$ cat src/rtl/definitions.sv
// Shared widths, pipeline state encoding and entry layout for the XM stage.
package definitions;

  localparam int unsigned XM_DATA_W = 32;
  localparam int unsigned XM_ADDR_W = 5;
  localparam int unsigned XM_CTRL_W = 8;

  typedef enum logic [1:0] {
    PS_EMPTY,
    PS_FULL,
    PS_SKID
  } pipe_state_e;

  typedef struct packed {
    logic [XM_CTRL_W-1:0] ctrl;
    logic [XM_ADDR_W-1:0] dst;
    logic [XM_DATA_W-1:0] addr;
    logic [XM_DATA_W-1:0] val;
  } xm_entry_t;

endpackage

$ cat src/rtl/fwd_prio_sel.sv
// Store-data forwarding mux: the lowest-indexed requesting source wins,
// otherwise the unforwarded rt value passes through.
module fwd_prio_sel #(
  parameter int unsigned NUM_FWD = 2,
  parameter int unsigned DATA_W  = 32
) (
  input  logic [NUM_FWD-1:0]        fwd_en,
  input  logic [NUM_FWD*DATA_W-1:0] fwd_data,
  input  logic [DATA_W-1:0]         rt_val,
  output logic [DATA_W-1:0]         sel_val
);

  logic found;

  // Priority scan from source 0 upward; first hit locks the result.
  always_comb begin
    sel_val = rt_val;
    found   = 1'b0;
    for (int unsigned i = 0; i < NUM_FWD; i++) begin
      if (!found && fwd_en[i]) begin
        sel_val = fwd_data[i*DATA_W +: DATA_W];
        found   = 1'b1;
      end
    end
  end

endmodule

$ cat src/rtl/xm_pipe_stage.sv
// Execute-to-memory pipeline stage with forwarding, valid/ready flow control,
// optional 2-entry skid buffer, flush and a saturating back-pressure counter.
module xm_pipe_stage
  import definitions::*;
#(
  parameter int unsigned DATA_W  = XM_DATA_W,
  parameter int unsigned ADDR_W  = XM_ADDR_W,
  parameter int unsigned CTRL_W  = XM_CTRL_W,
  parameter int unsigned NUM_FWD = 2,
  parameter int unsigned SKID    = 1,
  parameter int unsigned CNT_W   = 16
) (
  input  logic                      clk,
  input  logic                      rst,
  input  logic                      flush,
  input  logic                      in_valid,
  output logic                      in_ready,
  input  logic [CTRL_W-1:0]         in_ctrl,
  input  logic [ADDR_W-1:0]         in_dst,
  input  logic [DATA_W-1:0]         in_alu,
  input  logic [DATA_W-1:0]         in_rt,
  input  logic [NUM_FWD-1:0]        fwd_en,
  input  logic [NUM_FWD*DATA_W-1:0] fwd_data,
  output logic                      out_valid,
  input  logic                      out_ready,
  output logic [CTRL_W-1:0]         out_ctrl,
  output logic [ADDR_W-1:0]         out_dst,
  output logic [DATA_W-1:0]         out_addr,
  output logic [DATA_W-1:0]         out_val,
  output logic [CNT_W-1:0]          stall_cnt
);

  // Same layout as xm_entry_t but sized by this instance's parameters.
  typedef struct packed {
    logic [CTRL_W-1:0] ctrl;
    logic [ADDR_W-1:0] dst;
    logic [DATA_W-1:0] addr;
    logic [DATA_W-1:0] val;
  } entry_t;

  pipe_state_e      state_q, state_d;
  entry_t           m_q, m_d, s_q, s_d;
  entry_t           new_e;
  logic             in_ready_q, in_ready_d;
  logic [CNT_W-1:0] cnt_q, cnt_d;
  logic [DATA_W-1:0] st_val;
  logic             m_valid;
  logic             accept;
  logic             consume;

  fwd_prio_sel #(
    .NUM_FWD (NUM_FWD),
    .DATA_W  (DATA_W)
  ) u_fwd_sel (
    .fwd_en   (fwd_en),
    .fwd_data (fwd_data),
    .rt_val   (in_rt),
    .sel_val  (st_val)
  );

  assign new_e   = '{ctrl: in_ctrl, dst: in_dst, addr: in_alu, val: st_val};
  assign m_valid = (state_q != PS_EMPTY) && !rst;
  assign accept  = in_valid && in_ready;
  assign consume = m_valid && out_ready;

  // Ready: registered in skid mode, pass-through of downstream ready otherwise.
  always_comb begin
    in_ready = 1'b0;
    if (SKID != 0) begin
      in_ready = in_ready_q && !rst;
    end else begin
      in_ready = (!m_valid || out_ready) && !rst;
    end
  end

  // Next-state: M always holds the oldest entry, S only fills while M is stuck.
  always_comb begin
    state_d = state_q;
    m_d     = m_q;
    s_d     = s_q;
    unique case (state_q)
      PS_EMPTY: begin
        if (accept) begin
          m_d     = new_e;
          state_d = PS_FULL;
        end
      end
      PS_FULL: begin
        if (accept && consume) begin
          m_d = new_e;
        end else if (accept) begin
          s_d     = new_e;
          state_d = PS_SKID;
        end else if (consume) begin
          state_d = PS_EMPTY;
        end
      end
      PS_SKID: begin
        if (consume) begin
          m_d     = s_q;
          state_d = PS_FULL;
        end
      end
      default: state_d = PS_EMPTY;
    endcase
    // Flush drops everything, including an entry accepted this cycle.
    if (flush) begin
      state_d = PS_EMPTY;
    end
    in_ready_d = (state_d != PS_SKID);
  end

  // Back-pressure counter saturates at all-ones; flush leaves it alone.
  always_comb begin
    cnt_d = cnt_q;
    if (m_valid && !out_ready && (cnt_q != '1)) begin
      cnt_d = cnt_q + 1'b1;
    end
  end

  // State and entry registers with synchronous reset.
  always_ff @(posedge clk) begin
    if (rst) begin
      state_q    <= PS_EMPTY;
      m_q        <= '0;
      s_q        <= '0;
      in_ready_q <= 1'b1;
      cnt_q      <= '0;
    end else begin
      state_q    <= state_d;
      m_q        <= m_d;
      s_q        <= s_d;
      in_ready_q <= in_ready_d;
      cnt_q      <= cnt_d;
    end
  end

  // Outputs read zero while reset is held; ctrl is also masked when invalid.
  always_comb begin
    out_valid = m_valid;
    out_ctrl  = m_valid ? m_q.ctrl : '0;
    out_dst   = rst ? '0 : m_q.dst;
    out_addr  = rst ? '0 : m_q.addr;
    out_val   = rst ? '0 : m_q.val;
    stall_cnt = rst ? '0 : cnt_q;
  end

endmodule

$ cat config.mk
export PLATFORM = sky130hd
export DESIGN_NAME = xm_pipe_stage
export DESIGN_NICKNAME = d
export VERILOG_FILES = /design/src/rtl/definitions.sv /design/src/rtl/fwd_prio_sel.sv /design/src/rtl/xm_pipe_stage.sv
export SDC_FILE = /design/constraint.sdc
export NUM_CORES = 1
export LEC_CHECK = 0
export ABC_AREA = 1
export CAP_MARGIN = 20
export CORE_UTILIZATION = 30
export DETAILED_ROUTE_END_ITERATION = 10
export GPL_ROUTABILITY_DRIVEN = 0
export HOLD_SLACK_MARGIN = 0.06
export PLACE_DENSITY = 0.51
export RECOVER_POWER = 25
export SYNTH_ARGS = -nofsm -noshare
export SYNTH_HDL_FRONTEND = slang
export SYNTH_SLANG_ARGS = --single-unit
$ cat constraint.sdc
create_clock -name clk -period 3.4 [get_ports clk]
set_input_delay 0.34 -clock clk [delete_from_list [all_inputs] [get_ports clk]]
set_output_delay 0.34 -clock clk [all_outputs]
set_load 0.02 [all_outputs]
Word level (Yosys, flattened, before mapping)
Index checks and enable logic that the tools add are counted.
{"block": "classes", "muxes": 19, "bitwise_logic": 1, "n_reduce_logical": 16, "add_sub_neg": 1, "eq_ne": 7}
{"op": "two-way mux 77 bit", "n": 3}
{"op": "case mux 77 bit (3 select lines)", "n": 1}
{"op": "two-way mux 32 bit", "n": 4}
{"op": "adder 16 x 1 -> 16 bit, second input constant", "n": 1}
{"op": "two-way mux 16 bit", "n": 1}
{"op": "inequality test 16 bit, second input constant", "n": 1}
{"op": "two-way mux 2 bit", "n": 6}
{"op": "logical AND 1 bit", "n": 8}
{"op": "two-way mux 8 bit", "n": 1}
{"op": "inequality test 2 bit, second input constant", "n": 4}
{"op": "case mux 2 bit (3 select lines)", "n": 1}
{"op": "two-way mux 5 bit", "n": 1}
{"op": "AND reduction 4 bit", "n": 1}
{"op": "logical NOT 1 bit", "n": 3}
{"op": "AND reduction 3 bit", "n": 1}
{"op": "nonzero test 3 bit", "n": 1}
{"op": "equality test 2 x 1 -> 1 bit, second input constant", "n": 1}
{"op": "equality test 2 bit, second input constant", "n": 1}
{"op": "logical NOT 2 bit", "n": 1}
{"op": "nonzero test 2 bit", "n": 1}
{"op": "two-way mux 1 bit", "n": 1}
{"op": "inverter 1 bit", "n": 1}
{"block": "totals", "wordCells": 55, "output_inout_bits": 95, "reg_bits": 173}

Logic depth before layout (Yosys ltp)
Gate-level depths: netlist (run 1).
{"block": "logic_depth", "depth_word": 9, "mapped_depth": 10}

Cells and area by module
A second synthesis (run 1) with hierarchy kept.
{"block": "hier_totals", "cells_unflattened": 1422, "area_unflattened_um2": 9512.9}
{"mod": "xm_pipe_stage", "seq_area_each_um2": 3463.3, "cells_per_inst": 1275, "area_per_inst_um2": 8154.1, "instances": 1}
{"mod": "fwd_prio_sel", "seq_area_each_um2": 0.0, "cells_per_inst": 147, "area_per_inst_um2": 1358.8, "instances": 1}

Worst setup path after synthesis (run 1)
OpenSTA, ideal clock, no wires.
{"block": "synth_path", "path_kind": "input-to-reg", "startpoint": "in rst", "endpoint": "reg m_q[15] in the netlist's numbering", "path_slack_ns": 1.737, "arrival_time_ns": 1.551, "setup_time_ns": 0.113, "stages": 10, "n_path_buf": 4, "required_time_ns": 3.287, "path_cell_list": "buf_2 -> nor2_2 -> nand2_1 -> nand2_1 -> nand3_1 -> buf_2 -> buf_6 -> buf_6 -> nor2_1 -> nor2_1"}
{"block": "synth_between", "elab_chain_len": 6, "word_cells_on_any_way": 10, "classes_between": "eq/ne: 3; reduce/logical: 7"}
{"element": "start, declared", "line": "xm_pipe_stage.sv:14", "rtl": "input logic rst,"}
{"element": "logical NOT 1 bit *"}
{"element": "logical AND 1 bit *", "line": "xm_pipe_stage.sv:62", "rtl": "assign m_valid = (state_q != PS_EMPTY) && !rst;"}
{"element": "named net out_valid", "line": "xm_pipe_stage.sv:24", "rtl": "output logic out_valid,"}
{"element": "logical AND 1 bit *", "line": "xm_pipe_stage.sv:64", "rtl": "assign consume = m_valid && out_ready;"}
{"element": "logical AND 1 bit", "line": "xm_pipe_stage.sv:89", "rtl": "if (accept && consume) begin"}
{"element": "inequality test 2 bit (no line)"}
{"element": "AND reduction 4 bit (no line) *"}
{"element": "end signal, assigned", "line": "xm_pipe_stage.sv:131", "rtl": "m_q <= m_d;"}
{"element": "end, declared", "line": "xm_pipe_stage.sv:42", "rtl": "entry_t m_q, m_d, s_q, s_d;"}
The timed path passes the listed nets; every way through them passes the cells marked *.
A chain may end at the register's enable or synchronous reset.

Worst setup path in the final report (run 1)
{"block": "layout_path", "startpoint": "in fwd_en[1]", "endpoint": "reg m_q[6] in the netlist's numbering"}
{"block": "layout_between", "elab_chain_len": 4, "word_cells_on_any_way": 5, "classes_between": "mux: 4; reduce/logical: 1"}
{"element": "start, declared", "line": "xm_pipe_stage.sv:22", "rtl": "input logic [NUM_FWD-1:0] fwd_en,"}
{"element": "logical AND 1 bit *", "line": "fwd_prio_sel.sv:20", "rtl": "if (!found && fwd_en[i]) begin"}
{"element": "two-way mux 32 bit *", "line": "fwd_prio_sel.sv:20"}
{"element": "two-way mux 77 bit (on tied branches)", "line": "xm_pipe_stage.sv:89, xm_pipe_stage.sv:83"}
{"element": "case mux 77 bit (3 select lines) *", "line": "xm_pipe_stage.sv:81", "rtl": "unique case (state_q)"}
Every way passes the cells marked *; elsewhere a longest branch is shown, timed or not. The select of a mux whose other input is x is not followed.

==> flow_summary.toml, run 1 <==
[cts]
cts_setup_buffers = 0
path_clk_slew_ns = 0.07
cts_buffers = 17
cts_tree = "done"
clockBufferDepth = 2
cts_hold_buffers = 0
clk_latency_ns = 0.43
cts-root-buf = "clkbuf_16"
ctsHtreeMaxLevel = 4
post_cts_resized = 0
clock_sinks = 173

[grt]
overflow = 0
grt_usage = 0.1741
grt_pass1_vias = 8151
grt_first_pass_wirelength_um = 41830
antenna_found_initial = 0
grt_max_degree = 155

[drt]
wirelength_um = 25840
drc_errors = 0
drt_iter0_drc = 535
routedWlPerCell_um = 12.73
dr.pass1.iters = 4
ant_nets = 0
vias = 8841
drt-vias-per-instance = 4.357

[floorplanning]
placementRows = 62
die_h_um = 172.6
io_pins = 243
start_util = 0.3042
die_x_um = 172.6
fp.dieArea_um2 = 29790
placeableCoreArea_um2 = 28700

[timing]
fin_crit_sh = 0.7457
slew_headroom = 0.2393
finalMaxSlewViolations = 0
period_needed_ns = 2.535
fin_ws_ns = 0.8646
finalSetupTns_ns = 0
fmax_mhz = 394.4
rsz0062_at_grt = "no"
hold_viol_final = 0
setup_violations = 0
finalClockSkew_ns = 0.01408
worst_pin_slew_ns = 1.137

[setup_path]
reg2reg_to = "cnt_q[15]"
crit_type = "in2reg"
arrival_ns = 2.89
endpoint_kind = "flip-flop"
crit_path_cell_trace = "dlygate4sd3_1, inv_1, nor2_1, clkbuf_1, nand2_1, nand3_1, nand2_1, nand2_1, nor2_1, nor2_1"
cp.required_ns = 3.76
reg2reg_slack_ns = 0.94
crit_family = "buffers and inverters"
cp-start-kind = "primary input"
crit_buf_inv = 3
r2r-start = "state_q[0]"
reg2reg_depth = 9
slowest_delay_ns = 0.71
cp_max_fo = 19
crit_slowest_cell = "nor2_1"

[synth]
yosys.area.top_type = "dfxtp_1"
synth_edf_count = 0
async_flop_share = 0
synth_top_area_share = 0.3966
synth_ff_type = "dfxtp_1"
syn_nets = 1599
netlist_area_um2 = 8732
yosysMostFrequentCell = "nand2_1"
synth_cell_type_count = 22
yosysWarnings = 0
syn_avg_cell_area_um2 = 6.022
netlist_top_cells_count = "449 x nand2_1, 338 x nor2_1, 173 x dfxtp_1"
synth_area_leaders = "dfxtp_1 40%, nand2_1 19%, nor2_1 15%"
ys_seq_elements = 173
ys_seq_area_frac = 0.3966
syn_inst = 1450

[cells_and_area]
multi_input_comb_area_um2 = 4252
drive_above_1_share = 0.02979
areaGrowthSynthToFinish_pct = 36.25
final.fill_count = 3095
final_nets = 1782
fin_cells = 2029
seqCellArea_um2 = 3463
num_antenna_cells = 0

[placement]
placed_cells = 1998
hpwl_um = 16810
numPortBuffers = 242
place_worst_setup_slack_ns = 1.103

[hold_path]
hold_end = "cnt_q[8]"
hold_depth = 2
min_from = "rst"
hp-class = "in2reg"

[power]
leakagePower_nw = 5.317
ir_worst_vdd_mv = 0.3305
powerDensity_nw_per_um2 = 412.5

[run]
maxCapViolCount = 0

[outcome]
outcome = "finished clean"
-- layout make-up --
| class | instances | area share |
|---|---|---|
| timing repair buffer | 254 | 0.2134 |
| clock buffer | 18 | 0.03607 |
| tap | 384 | 0.04038 |
| sequential | 173 | 0.2911 |
| clock inverter | 13 | 0.01304 |
| inverter | 153 | 0.04869 |
| multi-input combinational | 1034 | 0.3573 |
-- through the flow --
| stage | instance area, um2 | hold WS (ns) | util | power (W) |
|---|---|---|---|---|
| 2_1_floorplan | 8732 | 0.4240 | - | 0.002625 |
| 3_3_place_gp | 11350 | 0.4334 | 0.3953 | 0.002975 |
| 3_5_place_dp | 11350 | 0.4387 | 0.3953 | 0.002976 |
| 4_1_cts | 11930 | 0.2242 | 0.4157 | 0.004988 |
| 5_1_grt | 11900 | 0.2322 | 0.4145 | 0.005155 |
| 6_report | 11900 | 0.2391 | 0.4145 | 0.004908 |
-- registers in the layout, summed over array words and instances (netlist names) --
register / count
cnt_q: 16
s_q: 77
m_q: 77
state_q: 2
in_ready_q: 1
-- cell families (layout without fill, tap and decap cells) --
logic type      after synthesis  count (layout)  share of synthesized area
xor+xnor                      6               6                   0.006018
flops                       173             173                     0.3966
compound gates              180             180                     0.1032
fa+ha+maj                     1               1                   0.001433
buf+inv                     243             438                     0.1171
simple gates                847             847                     0.3757
-- where the power goes --
| part | switching (W) | internal, W |
|---|---|---|
| combinational | 0.000425 | 0.000355 |
| sequential | 0.0000221 | 0.00211 |
| clock | 0.000891 | 0.00110 |
| total | 0.00134 | 0.00357 |
-- how the worst max path moves through the flow --
stage / slack, ns / depth (start not counted) / from / end
after detailed placement: 1.10 / 9 / fwd_en[0] / m_q[6]
after CTS: 1.03 / 5 / state_q[0] / out_ctrl[6]
after global placement: 1.12 / 9 / fwd_en[0] / m_q[6]
after floorplan: 1.74 / 10 / rst / m_q[15]
final: 0.86 / 10 / fwd_en[1] / m_q[6]
after global routing: 0.53 / 10 / fwd_en[1] / m_q[6]
-- per-layer routing --
layer / up-vias / wire, um / share of wire / GRT usage
met1: 3920 / 12010 / 0.46 / 0.2153
met3: 19 / 1125 / 0.044 / 0.03628
met4: 0 / 402 / 0.016 / 0.05134
li1: 4737 / - / - / -
met5: - / 0 / 0 / 0
met2: 165 / 12310 / 0.48 / 0.3026
-- layout by cell type (no fill, tap or decap), drive strengths merged, types with 21 or more instances in the layout --
| master | count |
|---|---|
| clkdlybuf4s50 | 216 |
| nand2 | 450 |
| nor2 | 344 |
| dfxtp | 173 |
| o21ai | 124 |
| dlygate4sd3 | 25 |
| clkbuf | 21 |
| inv | 159 |
| nand3 | 47 |
| a21oi | 56 |
Power figures use the tool's default switching activity.
==> run 2: changes to the inputs <==
clock period = 2.5 ns   (was 3.4 ns; I/O delays follow)
==> flow_summary.toml, run 2 (synthesized netlist as in run 1, its figures left out) <==
[cts]
cts_hold_buffers = 0
clock_sinks = 173
cts_setup_buffers = 0
cts_tree = "done"
path_clk_slew_ns = 0.07
clockBufferDepth = 2
cts_buffers = 17
cts-root-buf = "clkbuf_16"
clk_latency_ns = 0.42
post_cts_resized = 0
ctsHtreeMaxLevel = 4

[setup_path]
cp-start-kind = "primary input"
reg2reg_to = "cnt_q[1]"
crit_type = "in2out"
cp.required_ns = 2.25
cp_max_fo = 32
r2r-start = "cnt_q[1]"
reg2reg_slack_ns = 0.36
endpoint_kind = "output port"
arrival_ns = 2.04
reg2reg_depth = 8

[hold_path]
hold_depth = 2
hold_end = "s_q[48]"
min_from = "s_q[48]"
hp-class = "reg2reg"

[timing]
worst_pin_slew_ns = 0.8386
hold_viol_final = 0
slew_headroom = 0.4409
fin_ws_ns = 0.2070
setup_violations = 0
finalMaxSlewViolations = 0
fmax_mhz = 436.1
period_needed_ns = 2.293
rsz0062_at_grt = "no"
fin_crit_sh = 0.9172
finalSetupTns_ns = 0
finalClockSkew_ns = 0.01015

[drt]
drt_iter0_drc = 526
drc_errors = 0
dr.pass1.iters = 4
drt-vias-per-instance = 4.308
wirelength_um = 25630
routedWlPerCell_um = 12.56
ant_nets = 0
vias = 8789

[cells_and_area]
fin_util = 0.4173
drive_above_1_share = 0.03686
fin_cells = 2040
final_cell_area_um2 = 11980
areaGrowthSynthToFinish_pct = 37.15
top_regs = "m_q x77, s_q x77, cnt_q x16"
final.fill_count = 3169
final_common_cell = "nand2_1"
layout_common_cells = "448 x nand2_1, 340 x nor2_1, 223 x clkdlybuf4s50_1, 173 x dfxtp_1, 151 x inv_1"
final_nets = 1791

[grt]
overflow = 0
grt_first_pass_wirelength_um = 42510
grt_max_degree = 163
grt_pass1_vias = 8334
grt_usage = 0.1752
antenna_found_initial = 0

[placement]
place_worst_setup_slack_ns = 0.4926
placed_cells = 2007
hpwl_um = 17400
placed_cell_area_um2 = 11450
numPortBuffers = 242

[power]
leakagePower_nw = 5.325
ir_worst_vdd_mv = 0.3700
powerDensity_nw_per_um2 = 548.8

[floorplanning]
start_util = 0.3042
fp.dieArea_um2 = 29790
io_pins = 243
die_h_um = 172.6
die_x_um = 172.6
placementRows = 62
placeableCoreArea_um2 = 28700

[outcome]
outcome = "finished clean"

[run]
maxCapViolCount = 0
-- run 2: cell count changes in the layout (fill, tap and decap cells not counted), sizes merged --
cell / change
diode: +1
clkinvlp: +3
inv: +2
bufinv: -2
dlygate4sd3: -7
clkdlybuf4s50: +7
clkinv: -3
clkbuf: +4
buf: +6
-- run 2: how the worst max path moves through the flow --
stage                           from     endpoint  slack (ns)
final                            rst  out_addr[0]        0.21
after global routing             rst  out_val[28]        0.06
after CTS                 state_q[0]  out_ctrl[6]        0.19
after detailed placement   out_ready      m_q[49]        0.49
after global placement     out_ready      m_q[25]        0.51
after floorplan           state_q[0]      m_q[15]        0.90
-- run 2: critical path, cell delays in order --
cell	delay, ns
clkbuf_2	0.54
clkbuf_2	0.45
nor2_1	0.12
dlygate4sd3_1	0.67
-- run 2: power breakdown --
| part | internal, W | total, W | switching, W |
|---|---|---|---|
| Clock | 0.00134 | 0.00260 | 0.00125 |
| Combinational | 0.000494 | 0.00107 | 0.000578 |
| Sequential | 0.00287 | 0.00290 | 0.0000299 |
-- run 2: final cells by class --
cell class              count  area (um2)  share of cell area
diodes                      1       2.502           0.0002089
clock buffers              19       442.9             0.03698
clock inverters            13       120.1             0.01003
inverters                 153       579.3             0.04837
multi-input cells        1034        4262              0.3558
flip-flops and latches    173        3463              0.2892
well taps                 384       480.5             0.04012
repair buffers            263        2626              0.2193
-- run 2: metal layers --
metal | track usage | routed length (um) | up-vias
met4 | 0.03869 | 234 | 0
met2 | 0.2991 | 12210 | 145
met5 | 0 | 0 | -
met1 | 0.2236 | 12050 | 3867
met3 | 0.04002 | 1128 | 13
li1 | - | - | 4764
-- run 2: through the flow --
step	hold WS [ns]	power, W
CTS	0.2326	0.006697
finish	0.4473	0.006573
floorplan	0.3918	0.003570
global placement	0.4339	0.004057
detailed placement	0.4395	0.004064
global route	0.4672	0.006942
==> run 3: changes to the inputs <==
REMOVE_ABC_BUFFERS = 1   (was not set)
SLEW_MARGIN = 40   (was not set)
==> flow_summary.toml, run 3 (synthesized netlist as in run 1, its figures left out) <==
[power]
combPwrFrac = 0.162
power_switching_share = 0.2864
powerDensity_nw_per_um2 = 553.1
power_frac_clock = 0.399
ir_worst_vdd_mv = 0.3918
internal_power_w = 0.004725
p_switching_w = 0.001896
p_seq_frac = 0.439
leakagePower_nw = 5.309

[cells_and_area]
multi_input_comb_area_um2 = 4257
final_nets = 1787
areaGrowthSynthToFinish_pct = 37.08
final_cell_area_um2 = 11970
layout_common_cells = "449 x nand2_1, 339 x nor2_1, 230 x clkdlybuf4s50_1, 173 x dfxtp_1, 151 x inv_1"
drive_above_1_share = 0.03574
top_regs = "m_q x77, s_q x77, cnt_q x16"
fin_cells = 2037
final.fill_count = 3069
final_common_cell = "nand2_1"
seqCellArea_um2 = 3463

[timing]
fin_crit_sh = 0.9046
worst_pin_slew_ns = 0.8567
rsz0062_at_grt = "no"
finalMaxSlewViolations = 0
finalSetupTns_ns = 0
slew_headroom = 0.4280
fmax_mhz = 442.2
period_needed_ns = 2.261
hold_viol_final = 0
setup_violations = 0
finalClockSkew_ns = 0.01283

[setup_path]
reg2reg_depth = 7
cp_max_fo = 9
r2r-start = "state_q[0]"
critPathLaunch = "state_q[1]"
crit_type = "reg2out"
reg2reg_slack_ns = 0.48
cp-start-kind = "flip-flop"
cp.required_ns = 2.25
arrival_ns = 2.01
reg2reg_to = "s_q[37]"
endpoint_kind = "output port"

[floorplanning]
die_h_um = 172.6
placeableCoreArea_um2 = 28700
start_util = 0.3042
placementRows = 62
die_x_um = 172.6
io_pins = 243
fp.dieArea_um2 = 29790

[cts]
cts-root-buf = "clkbuf_16"
post_cts_resized = 0
cts_buffers = 17
cts_setup_buffers = 0
clock_sinks = 173
clk_latency_ns = 0.43
cts_hold_buffers = 0
ctsHtreeMaxLevel = 4
path_clk_slew_ns = 0.07
clockBufferDepth = 2
cts_tree = "done"

[drt]
wirelength_um = 25740
drc_errors = 0
vias = 8899
ant_nets = 0
drt-vias-per-instance = 4.369
routedWlPerCell_um = 12.64
drt_iter0_drc = 505
dr.pass1.iters = 5

[grt]
grt_pass1_vias = 8350
grt_max_degree = 163
antenna_found_initial = 2
overflow = 0
grt_first_pass_wirelength_um = 42520
grt_usage = 0.1741

[placement]
placed_cells = 2003
placed_cell_area_um2 = 11420
hpwl_um = 16710
numPortBuffers = 242

[outcome]
outcome = "finished clean"

[run]
maxCapViolCount = 0

[hold_path]
hold_depth = 2
hold_end = "cnt_q[3]"
hp-class = "in2reg"
min_from = "rst"
[run 3: cell count changes in the layout (fill, tap and decap cells not counted), moves of 2 or more]
| cell | previous run | this run |
|---|---|---|
| clkbuf_2 | 4 | 1 |
| dlygate4sd3_1 | 18 | 11 |
| clkinv_4 | 0 | 5 |
| clkdlybuf4s50_1 | 223 | 230 |
| clkbuf_1 | 2 | 0 |
| clkinvlp_4 | 5 | 1 |
[run 3: worst max-delay path: stages, from the launching register on]
cell	delay, ns
dfxtp_1	0.36
inv_1	0.09
nand2_1	0.11
nand2_2	0.17
nor2_1	0.22
clkdlybuf4s50_1	0.64
[run 3: how the worst max path moves through the flow]
stage / end / slack [ns] / depth (start not counted)
2_1_floorplan: m_q[32] / -1.68 / 7
3_3_place_gp: m_q[21] / 0.41 / 9
3_5_place_dp: m_q[29] / 0.35 / 9
4_1_cts: out_ctrl[6] / 0.15 / 5
5_1_grt: out_ctrl[6] / 0.1 / 5
6_report: out_ctrl[6] / 0.24 / 5
[run 3: layer usage]
metal,vias to the layer above,track usage,wire (um)
met5,-,0,0
met4,0,0.03832,242
met3,16,0.04112,1398
met2,206,0.2836,11510
met1,3921,0.2324,12590
li1,4756,-,-
[run 3: layout make-up]
class / instances / share of cell area
tap: 384 / 0.04014
clock buffer: 18 / 0.03669
antenna: 2 / 0.0004181
multi-input combinational: 1034 / 0.3556
clock inverter: 14 / 0.01181
timing repair buffer: 259 / 0.2178
sequential: 173 / 0.2893
inverter: 153 / 0.04819
[run 3: per-stage QoR]
step                utilization  setup slack [ns]  hold WS [ns]  total power, W
finish                   0.4170            0.2386       0.09878        0.006621
global route             0.4170           0.09518       0.07627        0.006979
CTS                      0.4182            0.1545       0.07743        0.006747
detailed placement       0.3980            0.3497        0.4411        0.004056
global placement         0.3980            0.4079        0.4358        0.004056
floorplan                     -            -1.685        0.3191        0.003548
[run 3: power groups by stage]
stage                     clock network (W)  logic, W  registers, W
after floorplan                           0  0.000586       0.00296
after global placement                    0   0.00109       0.00297
after detailed placement                  0   0.00109       0.00297
after CTS                           0.00275   0.00109       0.00290
after global routing                0.00285   0.00121       0.00292
final                               0.00264   0.00107       0.00290
==> RTL change 1: new RTL, flow settings as in run 2 <==
Reset style: asynchronous (`rst`), changed in one clocked block. Comments in the files are not updated.
--- a/src/rtl/xm_pipe_stage.sv
+++ b/src/rtl/xm_pipe_stage.sv
@@ -119,7 +119,7 @@
   end
 
   // State and entry registers with synchronous reset.
-  always_ff @(posedge clk) begin
+  always_ff @(posedge clk or posedge rst) begin
     if (rst) begin
       state_q    <= PS_EMPTY;
       m_q        <= '0;
Behaviour: no difference found for any inputs over 4 cycles, from zero or initial values and one cycle with rst high; that may be too few to reach the edited logic, so the function may still have changed.
==> RTL change 1 against run 2 <==
Synthesized area is 4.0% higher. Sequential cell count unchanged. Non-clock buffer count is 1 lower. Cell area up 4.3%. Via count is 5.9% lower. Setup slack worse by 64 ps. Global-route usage up 0.42 points. Count of clock-buffer cells in the layout shrank 2. Routed wire length increased by 3.3%. Critical path type is now flop to output port. Highest routed layer is now met5.
Power is not compared: it rests on default switching activity, and its combinational part moved more than twofold at a synthesized area within 25%.
==> RTL change 1: results (changes against run 2) <==
[synthesis]
synth_sequential_area_ratio_pct = 47.70  ; was 39.66%
syn_nets = 1395  ; was 1,599
synth-async-reset-ratio_pct = 100.0  ; was 0%
synthTopCellsByCount = nand2_1, dfrtp_1, inv_1  ; was nand2_1, nor2_1, dfxtp_1
synth.area.top_cells = dfrtp_1, nand2_1, mux2i_1  ; was dfxtp_1, nand2_1, nor2_1
ys_types = 32  ; was 22
synthFlopType = dfrtp_1  ; was dfxtp_1

[clock_tree]
hold_buffers = 0  ; unchanged
root_buffer = clkbuf_16  ; unchanged
cts_resized = 0  ; unchanged
clk_pin_slew_worst_paths_ps = 90  ; was 70 ps
h-tree-depth = 4  ; unchanged
cts_setup_buffers = 0  ; unchanged
cts_buffer_depth = 2  ; unchanged
cts_buffers = 17  ; unchanged
clkLatencyLatePin_ps = 440  ; was 420 ps

[setup_path]
cp_slowest_cell = clkdlybuf4s50_1  ; was dlygate4sd3_1
crit_fanout = 9  ; was 32
r2r_setup_slack_ps = 710  ; was 360 ps
crit_end = out_ctrl[3]  ; was out_addr[0]
cp.arrival_ps = 2110  ; was 2040 ps
crit_path_start = state_q[1]  ; was rst
regToRegEndpoint = cnt_q[9]  ; was cnt_q[1]
critPathMaxStageDelay_ps = 650  ; was 670 ps
timing.rr.start = cnt_q[0]  ; was cnt_q[1]

[placed_design]
dp_slack_ps = 525.3  ; was 492.6 ps
hpwlAfterDp_um = 18090  ; was 17,400 um
placed_area_mm2 = 0.01190  ; was 0.01145 mm2
portBuffers = 242  ; unchanged

[drt]
wl_met2_um = 12340  ; was 12,210 um
vias = 8268  ; was 8,789
first_pass_iters = 5  ; was 4
drtIter0Drc = 471  ; was 526
wirelength_um = 26470  ; was 25,630 um
wl_met3_um = 1416  ; was 1128 um
drt-met1-wl_um = 12390  ; was 12,050 um
dr.max_layer_used = met5  ; was met4

[grt]
grt_pass1_vias = 8247  ; was 8,334
grt_max_degree = 123  ; was 163
grt_usage_pct = 17.94  ; was 17.52%
grt_pass1_wl_um = 43710  ; was 42,510 um
antenna_found_initial = 1  ; was 0

[final_layout]
largestRegisters = m_q (77), s_q (77), cnt_q (16)  ; unchanged
num_antenna_cells = 0  ; was 1
drive_gt1_share_pct = 5.285  ; was 3.686%
nets = 1612  ; was 1,791

[pwr]
p_leak_nw = 6.336
switching_share_pct = 32.89

[run_status]
status = completed  ; unchanged

[worst_hold_path]
hold_path.class = input pin to flop  ; was flop to flop

[timing]
finClkSkew_ps = 17.00  ; was 10.15 ps
relSlewSlack_pct = 13.44  ; was 44.09%
period_share_pct = 94.29  ; was 91.72%

==> RTL change 1: changes by cell type after synthesis, sizes merged, moves of 5 or more <==
cell | run 2 | this run
a21oi | 56 | 1
buf | 47 | 42
clkbuf | 43 | 22
dfrtp | 0 | 172
dfxtp | 173 | 0
inv | 153 | 121
mux2i | 0 | 44
nand2 | 450 | 584
nand3 | 47 | 42
nor2 | 344 | 116
o21ai | 124 | 83
==> RTL change 1: per-stage QoR <==
step                      instances  setup TNS (ps)  power [mW]
after floorplan                1246          -65820       5.306
after global placement         1834               0       6.222
after detailed placement       1834               0       6.266
after CTS                      1866               0       9.125
after global routing           1866               0       9.592
final                          1866               0       8.982
==> RTL change 1: layout make-up <==
cell class	count	area, um2
Clock buffer	17	425.4
Multi-Input combinational cell	886	3929
Fill cell	3011	17220
Tap cell	390	488.0
Clock inverter	15	200.2
Inverter	123	465.4
Timing Repair Buffer	262	2655
Sequential cell	173	4330
==> RTL change 1: cells by family after synthesis <==
kind of cell / after synthesis / share of synthesized area [%]
AO/OA/AOI/OAI: 84 / 4.837
flip-flops: 173 / 47.70
multiplexers: 44 / 4.851
buffers and inverters: 187 / 9.165
adder cells (fa/ha/maj): 1 / 0.1378
XOR/XNOR: 7 / 0.6753
AND/OR/NAND/NOR: 750 / 32.64
==> RTL change 1: worst min-delay path by stage <==
stage,start,endpoint,cells past startpoint,slack (ps)
floorplan,flush,state_q[1],1,330
global placement,s_q[39],s_q[39],2,460
detailed placement,s_q[69],s_q[69],2,460
CTS,rst,s_q[8],3,340
global route,in_alu[12],s_q[44],3,370
finish,in_alu[15],s_q[47],3,370
==> RTL change 1: per-layer routing <==
metal  global-route usage [%]  vias up
li1                         -     4218
met1                    23.46     3846
met2                    29.81      180
met3                    4.371       22
met4                    4.094        2
met5                        0        -
==> RTL change 2: new RTL, flow settings as in run 2 <==
Without the edit above. `SKID`: 1 -> 0.
--- a/src/rtl/xm_pipe_stage.sv
+++ b/src/rtl/xm_pipe_stage.sv
@@ -7,7 +7,7 @@
   parameter int unsigned ADDR_W  = XM_ADDR_W,
   parameter int unsigned CTRL_W  = XM_CTRL_W,
   parameter int unsigned NUM_FWD = 2,
-  parameter int unsigned SKID    = 1,
+  parameter int unsigned SKID    = 0,
   parameter int unsigned CNT_W   = 16
 ) (
   input  logic                      clk,
Formal check against the unedited RTL: not equivalent (a bounded check fails within 4 cycles, from zero or initial values and one cycle with rst high).
==> RTL change 2 against run 2 <==
Sequential cell count fell by 1. Utilization rose by 1.3 points. Global-route usage fell by 0.77 points. Routed wire length fell by 9.3%. Setup slack got worse by 15 ps. Register-to-register slack improved by 300 ps. Hold slack got worse by 360 ps. Count of clock-buffer cells in the layout fell by 1. Synthesized area fell by 4.9%. Fmax fell by 0.67%. Total power rose by 0.48%. Cell area fell by 2.9%. Critical path type is now flop to output port. Largest cell class unchanged.
==> RTL change 2: results (changes against run 2) <==
[run_status]
status = completed  ; unchanged

[grt]
grt_pass1_vias = 7591  ; was 8,334
antenna_found_initial = 1  ; was 0
grt_max_degree = 81  ; was 163
grt_util_met1_pct = 21.33  ; was 22.36%
met3_usage_pct = 3.503  ; was 4.002%
grt_pass1_wl_um = 37890  ; was 42,510 um

[worst_hold_path]
hold_path.class = input pin to flop  ; was flop to flop
min_to = s_q[71]  ; was s_q[48]
min-delay-start = rst  ; was s_q[48]

[pwr]
internal_power_mw = 4.733  ; was 4.713 mW
p_leak_nw = 5.113  ; was 5.325 nW
irDropWorstVdd_mv = 0.3524  ; was 0.3700 mV

[synthesis]
synthTopCellsByCount = nand2_1, nor2_1, inv_1  ; was nand2_1, nor2_1, dfxtp_1
ys_types = 26  ; was 22
syn_nets = 1467  ; was 1,599
synth_sequential_area_ratio_pct = 41.46  ; was 39.66%

[final_layout]
drive_gt1_share_pct = 8.436  ; was 3.686%
n_fill_cell = 2913  ; was 3,169
nets = 1677  ; was 1,791

[setup_path]
cp.arrival_ps = 2060  ; was 2040 ps
timing.rr.start = state_q[1]  ; was cnt_q[1]
regToRegEndpoint = m_q[70]  ; was cnt_q[1]
reg2reg_depth = 9  ; was 8

[timing]
final.setup.tns_ps = 0  ; unchanged
finClkSkew_ps = 12.13  ; was 10.15 ps
relSlewSlack_pct = 34.53  ; was 44.09%

[drt]
first_pass_iters = 5  ; was 4
wl_per_cell_um = 12.34  ; was 12.56 um
via_per_inst = 4.219  ; was 4.308
drtIter0Drc = 421  ; was 526
vias = 7944  ; was 8,789

==> RTL change 2: logic make-up after synthesis <==
family / synth area share, %
adder cells (fa/ha/maj): 0.1506
AO/OA/AOI/OAI: 5.875
flip-flops: 41.46
buffers and inverters: 13.36
AND/OR/NAND/NOR: 38.20
XOR/XNOR: 0.9491
==> RTL change 2: power groups by stage <==
stage          clock network (mW)  registers, mW  logic, mW
6_report                     2.63           2.87       1.11
5_1_grt                      2.82           2.88       1.24
4_1_cts                      2.71           2.87       1.13
3_5_place_dp                    0           2.94       1.12
3_3_place_gp                    0           2.93       1.12
2_1_floorplan                   0           2.93      0.630
==> RTL change 2: worst max-delay path by stage <==
stage,to,from,slack [ps],cells past startpoint
3_5_place_dp,m_q[71],out_ready,350,8
3_3_place_gp,m_q[66],out_ready,380,8
4_1_cts,out_ctrl[7],state_q[1],130,7
5_1_grt,out_ctrl[0],state_q[0],60,7
2_1_floorplan,cnt_q[6],cnt_q[0],950,11
6_report,out_ctrl[0],state_q[1],190,7
==> RTL change 2: stage by stage <==
stage	setup slack [ps]	instance area, um2	hold slack [ps]
3_5_place_dp	346.6	11050	415.8
3_3_place_gp	380.5	11050	410.7
6_report	191.6	11630	85.28
2_1_floorplan	949.6	8305	404.6
5_1_grt	63.92	11630	79.40
4_1_cts	132.1	11640	68.34
==> RTL change 2: routing by layer <==
layer,vias to the layer above,wire (um)
met4,0,449
met2,149,10620
met3,25,945
met5,-,0
li1,4300,-
met1,3470,11210
==> RTL change 2: worst max-delay path, stage by stage (launching register included) <==
cell	delay (ps)
dfxtp_1	370
inv_2	50
nand2_2	80
inv_2	50
nor2_4	100
inv_1	170
nor2_1	180
clkdlybuf4s50_1	630
==> RTL change 2: layout make-up <==
type                            instances  area [um2]  area share [%]
Clock buffer                           18       439.2           3.776
Multi-Input combinational cell        886        3770           32.41
Inverter                              185       696.9           5.992
Antenna cell                            1       2.502         0.02151
Clock inverter                         14       143.9           1.237
Tap cell                              341       426.7           3.668
Sequential cell                       172        3443           29.60
Timing Repair Buffer                  266        2709           23.29
